<file path="src/rtl/uart_rx_fifo.sv">
// uart_rx_fifo
// Receive-side byte buffer sitting directly behind the UART RX controller.
// A new byte is detected from the rising edge of the controller's done level,
// stored in a circular FIFO and handed to the consumer through a
// read-enable / valid handshake. A dropped byte sets a sticky overrun flag.
//
// Ports
//   clk            system clock, all logic on its rising edge
//   reset_n        synchronous active-low reset
//   i_Rx_Done      RX controller done level (may stay high many cycles)
//   i_Rx_Byte      received byte, stable while i_Rx_Done is high
//   i_Rd_En        consumer read request
//   i_Clr_Overrun  clears o_Overrun (a simultaneous new overrun wins)
//   o_Rd_Data      byte popped by the previous accepted read
//   o_Rd_Valid     one-cycle pulse qualifying o_Rd_Data
//   o_Empty        FIFO holds no entries
//   o_Full         FIFO holds DEPTH entries
//   o_Count        occupancy, 0..DEPTH
//   o_Overrun      sticky flag, a byte was dropped
module uart_rx_fifo #(
  parameter int DATA_WIDTH = 8,
  parameter int DEPTH      = 16,
  localparam int ADDR_WIDTH = $clog2(DEPTH)
) (
  input  logic                  clk,
  input  logic                  reset_n,
  input  logic                  i_Rx_Done,
  input  logic [DATA_WIDTH-1:0] i_Rx_Byte,
  input  logic                  i_Rd_En,
  input  logic                  i_Clr_Overrun,
  output logic [DATA_WIDTH-1:0] o_Rd_Data,
  output logic                  o_Rd_Valid,
  output logic                  o_Empty,
  output logic                  o_Full,
  output logic [ADDR_WIDTH:0]   o_Count,
  output logic                  o_Overrun
);

  localparam logic [ADDR_WIDTH:0] FullCount = (ADDR_WIDTH+1)'(DEPTH);

  logic [DATA_WIDTH-1:0] mem_q [DEPTH];

  logic                  doneDly_q;
  logic [ADDR_WIDTH-1:0] wrPtr_q, wrPtr_d;
  logic [ADDR_WIDTH-1:0] rdPtr_q, rdPtr_d;
  logic [ADDR_WIDTH:0]   count_q, count_d;
  logic                  empty_q, empty_d;
  logic                  full_q, full_d;
  logic                  overrun_q, overrun_d;
  logic [DATA_WIDTH-1:0] rdData_q, rdData_d;
  logic                  rdValid_q, rdValid_d;

  logic wrStrobe;
  logic rdAccept;
  logic wrAccept;
  logic overrunSet;

  // The RX controller holds done for many system cycles, so only its
  // low-to-high transition counts as a new byte. A full FIFO still accepts
  // a write when a read frees the head slot in the same cycle.
  assign wrStrobe   = i_Rx_Done & ~doneDly_q;
  assign rdAccept   = i_Rd_En & ~empty_q;
  assign wrAccept   = wrStrobe & (~full_q | rdAccept);
  assign overrunSet = wrStrobe & full_q & ~rdAccept;

  // Next-state logic for pointers, occupancy, flags and the read port.
  // Flags are derived from the next count so they are registered alongside
  // it and never combinationally depend on inputs.
  always_comb begin
    wrPtr_d   = wrPtr_q;
    rdPtr_d   = rdPtr_q;
    count_d   = count_q;
    overrun_d = overrun_q;
    rdData_d  = rdData_q;
    rdValid_d = 1'b0;

    if (wrAccept) begin
      wrPtr_d = wrPtr_q + ADDR_WIDTH'(1);
    end

    if (rdAccept) begin
      rdPtr_d   = rdPtr_q + ADDR_WIDTH'(1);
      rdData_d  = mem_q[rdPtr_q];
      rdValid_d = 1'b1;
    end

    if (wrAccept && !rdAccept) begin
      count_d = count_q + (ADDR_WIDTH+1)'(1);
    end else if (rdAccept && !wrAccept) begin
      count_d = count_q - (ADDR_WIDTH+1)'(1);
    end

    // A new overrun in the same cycle as a clear must not be lost.
    if (overrunSet) begin
      overrun_d = 1'b1;
    end else if (i_Clr_Overrun) begin
      overrun_d = 1'b0;
    end

    empty_d = (count_d == '0);
    full_d  = (count_d == FullCount);
  end

  // Control state register. The done delay resets high so that a done level
  // already present when reset is released is not mistaken for a new byte.
  always_ff @(posedge clk) begin
    if (!reset_n) begin
      doneDly_q <= 1'b1;
      wrPtr_q   <= '0;
      rdPtr_q   <= '0;
      count_q   <= '0;
      empty_q   <= 1'b1;
      full_q    <= 1'b0;
      overrun_q <= 1'b0;
      rdData_q  <= '0;
      rdValid_q <= 1'b0;
    end else begin
      doneDly_q <= i_Rx_Done;
      wrPtr_q   <= wrPtr_d;
      rdPtr_q   <= rdPtr_d;
      count_q   <= count_d;
      empty_q   <= empty_d;
      full_q    <= full_d;
      overrun_q <= overrun_d;
      rdData_q  <= rdData_d;
      rdValid_q <= rdValid_d;
    end
  end

  // Storage array, deliberately not reset. On a full write-plus-read the
  // write pointer equals the read pointer; the read port above captures the
  // old head before this write replaces it.
  always_ff @(posedge clk) begin
    if (reset_n && wrAccept) begin
      mem_q[wrPtr_q] <= i_Rx_Byte;
    end
  end

  assign o_Rd_Data  = rdData_q;
  assign o_Rd_Valid = rdValid_q;
  assign o_Empty    = empty_q;
  assign o_Full     = full_q;
  assign o_Count    = count_q;
  assign o_Overrun  = overrun_q;

endmodule

</file>
<file path="config.mk">
export PLATFORM = sky130hd
export DESIGN_NAME = uart_rx_fifo
export DESIGN_NICKNAME = d
export VERILOG_FILES = /design/src/rtl/uart_rx_fifo.sv
export SDC_FILE = /design/constraint.sdc
export NUM_CORES = 1
export LEC_CHECK = 0
export CAP_MARGIN = 20
export CORE_MARGIN = 10
export CORE_UTILIZATION = 45
export CTS_BUF_LIST = sky130_fd_sc_hd__clkbuf_8
export DETAILED_ROUTE_END_ITERATION = 8
export GPL_TIMING_DRIVEN = 0
export PLACE_DENSITY = 0.76
export SLEW_MARGIN = 20
export SYNTH_ARGS = -nofsm -noshare
export SYNTH_HDL_FRONTEND = slang
export SYNTH_SLANG_ARGS = --single-unit
</file>
<file path="constraint.sdc">
create_clock -name clk -period 1.6 [get_ports clk]
set_input_delay 0.24 -clock clk [delete_from_list [all_inputs] [get_ports clk]]
set_output_delay 0.24 -clock clk [all_outputs]
set_load 0.05 [all_outputs]
</file>
# Word-level counts from Yosys, hierarchy flattened
# Memory sizes are Yosys's and may differ from the RTL's. A register that Yosys moved wholly into a read port is not among the register bits.
# Index checks and enable logic that the tools add are counted.
# Widths: inputs -> output; s select.
[op_classes]
mux = 7
n_reduce_logical = 8
add_sub_neg = 4
bitwise = 10
n_eq_ne = 1
[op_table]
columns = ["op", "count"]
rows = [
  ["$mux 5", 2],
  ["$add 4x1->4 const B", 2],
  ["$add 5x1->5 const B", 1],
  ["$and 1x1->1", 5],
  ["$eq 5x5->1 const B", 1],
  ["$logic_not 5->1", 1],
  ["$mux 1", 5],
  ["$sub 5x1->5 const B", 1],
  ["$not 1->1", 4],
  ["$logic_and 1x1->1", 3],
  ["$logic_not 1->1", 3],
  ["$reduce_bool 2->1", 1],
  ["$or 1x1->1", 1],
]
[word_totals]
output_inout_bits = 17
regBits = 18
inputBits = 13
mem_count = 1
mem_bits_rw = 128
[memory_table]
columns = ["name", "words", "word_bits", "read_ports", "rd_clocked_by_memory_dff", "write_ports", "line_no", "rtl"]
rows = [
  ["mem_q", 16, 8, 1, 1, 1, "41", "logic [DATA_WIDTH-1:0] mem_q [DEPTH];"],
]

# Depth between registers and ports, before layout
[depth]
ltp_word = 9
mapped_depth = 7
depth_no_buf = 6

# Worst setup path after synthesis
# Ideal clock, no wire load.
[synth_timing]
path_kind = "register -> register"
from = "reg empty_q, in the netlist o_Empty"
to = "mem mem_q[11][0], enable pin"
setup_ns = 0.370
stages_incl_launch_ff = 6
t_arrival_ns = 1.686
slack_ns = -0.456
synth_period_minus_slack_ns = 2.056
cell_sequence = "dfxtp_1 nand2b_1 buf_6 a21oi_2 nand2_1 nor2_1"
[synth_between]
elab_chain_cells = 7
[synth_rtl]
columns = ["item", "line_no", "rtl"]
rows = [
  ["start, declared", "47", "logic empty_q, empty_d;"],
  ["start signal, assigned", "122", "empty_q <= empty_d;"],
  ["$not 1->1", "62", "assign rdAccept = i_Rd_En & ~empty_q;"],
  ["$and 1x1->1", "62", ""],
  ["$or 1x1->1", "63", "assign wrAccept = wrStrobe & (~full_q | rdAccept);"],
  ["$and 1x1->1", "63", ""],
  ["$logic_and 1x1->1", "134", "if (reset_n && wrAccept) begin"],
  ["$mux 1", "134", ""],
  ["$mux 1 (not written as such)", "135", "mem_q[wrPtr_q] <= i_Rx_Byte;"],
  ["end, declared", "41", ""],
]
# Every way passes these cells.

==> flow_summary_export.csv <==
group,metric,value,unit
critical_path,cp_slowest_cell,"mux4_2",
global_route,grt_pass1_vias,3497,
floorplan,dieArea,18700,sq um
clocking,cts_sinks,154,
run_status,status,"finished, violations left",
clocking,holdBufCountCts,0,
critical_path,reg2reg_depth,7,
hold_path,min_from,"reset_n",
logic_synthesis,synth_compound_area_share,4.80,%
logic_synthesis,ys.flop_type,"edfxtp_1",
critical_path,path_cells,"buf_12, buf_12, mux4_2, a22oi_2, a21oi_2, a21oi_1, nor2_1",
floorplan,coreArea,13300,sq um
timing,skew,11.0,ps
global_route,grt.overflow.total,0,
final_layout,diodes,0,
timing,drv_slew,0,
logic_synthesis,synth_cells,348,
clocking,h-tree-depth,4,
power,p_switching,2.79,mW
global_route,grt_pass1_wl,20100,um
logic_synthesis,synth_top_family_by_area,"multiplexers",
global_route,grt_max_degree,17,
power,p_leak,2.54,nW
global_route,antenna_found_initial,0,
critical_path,crit_top_cell,"buf_12",
route,drtAntennaViolNets,0,
critical_path,cp-end-kind,"register",
critical_path,reg2reg_from,"rdPtr_q[0]$_SDFFE_PN0P_",
power,internal_power,6.67,mW
logic_synthesis,synth.yosys.warnings,0,
global_route,grtUsageTotal,14.3,%
timing,hold_viol_final,0,
clocking,clk_latency,450,ps
logic_synthesis,synth-xor-area-share,1.28,%
route,routed_wl,12900,um
critical_path,worstPathMaxFanout,5,
logic_synthesis,yosys.area.top_type,"edfxtp_1",
logic_synthesis,ys_seq_area_share,71.0,%
clocking,cts_tree,"built",
floorplan,die_h,137,um
final_layout,drive_gt1_share,42.9,%
final_layout,area.growth.synth_to_final,28.5,%
logic_synthesis,ys_ff_latch,154,
critical_path,worstSetupPathType,"register to register",
final_layout,final_util,59.4,%
final_layout,layout_commonest_cell,"edfxtp_1",
logic_synthesis,synth-adder-area-share,1.42,%
critical_path,start_kind,"register",
timing,period_minus_slack,1820,ps
hold_path,holdCritPathClass,"input pin to register",
placement,io_buffers,29,
logic_synthesis,yosys.area_share.simple,5.64,%
timing,fin_tns_setup,-1380,ps
logic_synthesis,synth_area_leaders,"edfxtp_1 63%, dfxtp_1 8.5%, mux4_2 6.6%",
job,maxCapViolCount,0,
placement,dp_hpwl,8060,um
logic_synthesis,synth_area,6150,sq um
critical_path,slowest_delay,500,ps
logic_synthesis,async_flop_share,0,%
logic_synthesis,synth_top_area_share,62.5,%
route,route.detailed.drc,0,
logic_synthesis,synth.area.mux_share,12.9,%
power,power.total,9.45,mW
power,p_seq_share,48.8,%
placement,routabilityCongestion,0.786,
clocking,cts.reportedPaths.clkPinSlew,80,ps
final_layout,final_cell_mix,"128 x edfxtp_1, 32 x mux4_2, 23 x nor2_1, 20 x dfxtp_1, 19 x buf_4",
timing,finalCritPeriodShare,114,%
route,drt-initial-drc-count,346,
critical_path,r2r_setup_slack,-220,ps
timing,hold_ws,282,ps
power,p_comb_share,23.9,%
final_layout,nNetsFinal,445,
timing,tightest_slew,712,ps
run_status,violations,"negative setup slack",
logic_synthesis,avgSynthCellArea,17.7,sq um
floorplan,rows,42,
timing,timing.final.ws_setup,-220,ps
final_layout,num-fill-cells,915,
critical_path,cp_data_required_time,1940,ps
power,power.share.clock,27.3,%
route,dr.pass1.iters,4,
logic_synthesis,synth_edf_count,128,
power,switching_share,29.5,%
hold_path,holdPathEnd,"o_Empty$_SDFF_PN1_",
power,ir_drop,0.669,mV
route,wire_per_inst,21.0,um
logic_synthesis,synth_nets,368,
route,vias,3403,
route,avgViaCountPerCell,5.54,
logic_synthesis,synth_cell_types,41,
clocking,cts.path.max_buffers,2,
hold_path,hold_depth,2,
critical_path,r2r-end,"o_Rd_Data[6]$_SDFFE_PN0P_",
timing,setup_viol,8,
power,p_per_area,1200,nW/um^2
timing,slew_headroom,52.4,%
critical_path,critical_path_arrival,2160,ps
clocking,clockRootBuffer,"clkbuf_8",
floorplan,start_util,46.2,%
timing,rsz0062_at_grt,"true",
clocking,cts_buffers,17,
timing,fmax,0.550,GHz
floorplan,pin_count,30,
floorplan,die_w,137,um
## through the flow
step                      std cells  setup WS [ps]  area, sq um
after CTS                       609           -182         7740
final                           614           -220         7900
after floorplan                 348          -61.5         6310
after global placement          553           -736         6820
after global routing            614           -289         7900
after detailed placement        553           -762         6820
## flip-flops by register name, indices dropped and copies added, names as in the netlist
register	flops
doneDly_q	1
mem_q	128
o_Count	5
o_Empty	1
o_Full	1
o_Overrun	1
o_Rd_Data	8
o_Rd_Valid	1
rdPtr_q	4
wrPtr_q	4
## power groups by stage
stage                     logic [mW]  clock network [mW]  registers, mW
after CTS                       2.04                2.61           4.59
after global placement          1.66                   0           4.65
after detailed placement        1.70                   0           4.66
after floorplan                0.950                   0           4.93
after global routing            2.38                2.79           4.62
final                           2.26                2.58           4.61
## worst max path at each step
| stage | from | end |
|---|---|---|
| after floorplan | o_Empty$_SDFF_PN1_ | mem_q[11][0]$_DFFE_PP_ |
| after global placement | reset_n | mem_q[1][0]$_DFFE_PP_ |
| after detailed placement | reset_n | mem_q[3][0]$_DFFE_PP_ |
| after CTS | rdPtr_q[0]$_SDFFE_PN0P_ | o_Rd_Data[5]$_SDFFE_PN0P_ |
| after global routing | rdPtr_q[0]$_SDFFE_PN0P_ | o_Rd_Data[6]$_SDFFE_PN0P_ |
| final | rdPtr_q[0]$_SDFFE_PN0P_ | o_Rd_Data[6]$_SDFFE_PN0P_ |
## synth_stat cells, drive strengths merged (5+ instances only)
cell / n
inv: 6
nor2: 39
nand2: 9
dfxtp: 26
buf: 14
ha: 7
xnor2: 5
a21oi: 22
edfxtp: 128
mux4: 32
a22oi: 17
## cells by family (layout without fill, tap and decap cells)
group                    after synthesis  count (layout)
multiplexers                          34              34
XOR/XNOR                               9               9
buffers and inverters                 25             115
flip-flops                           154             154
adder cells (fa/ha/maj)                7               7
AND/OR/NAND/NOR                       73              73
AO/OA/AOI/OAI                         46              46
## worst max-delay path: cells and delay by family, from the launching register on
kind | cells | cell delay, ps
AO/OA/AOI/OAI | 3 | 480
flip-flops | 1 | 410
buffers and inverters | 2 | 270
multiplexers | 1 | 500
AND/OR/NAND/NOR | 1 | 50
## repair_timing
item                                    CTS  global route
resized for setup                        73            34
setup buffers                            23             5
cloned                                    4             0
endpoints found under the setup margin  156           140
pin swaps                                21            13
## layer usage
layer  up-vias  GRT usage, %  part of all wire (%)  wire length, um
li1       1512             -                     -                -
met1      1773          18.1                    41             5300
met2       102          23.8                    52             6660
met3        16          2.93                   5.5              709
met4         0          5.56                   1.8              233
met5         -             0                     0                0
## final cells by class
cell class	instances	area (sq um)	share of cell area (%)
sequential	154	4380	55.5
multi-input combinational	169	1990	25.2
timing repair buffer	61	752	9.52
clock buffer	17	234	2.96
tap	176	220	2.79
buffer	16	183	2.31
clock inverter	15	118	1.49
inverter	6	22.5	0.285
No activity file was read; power rests on OpenSTA's default activity.
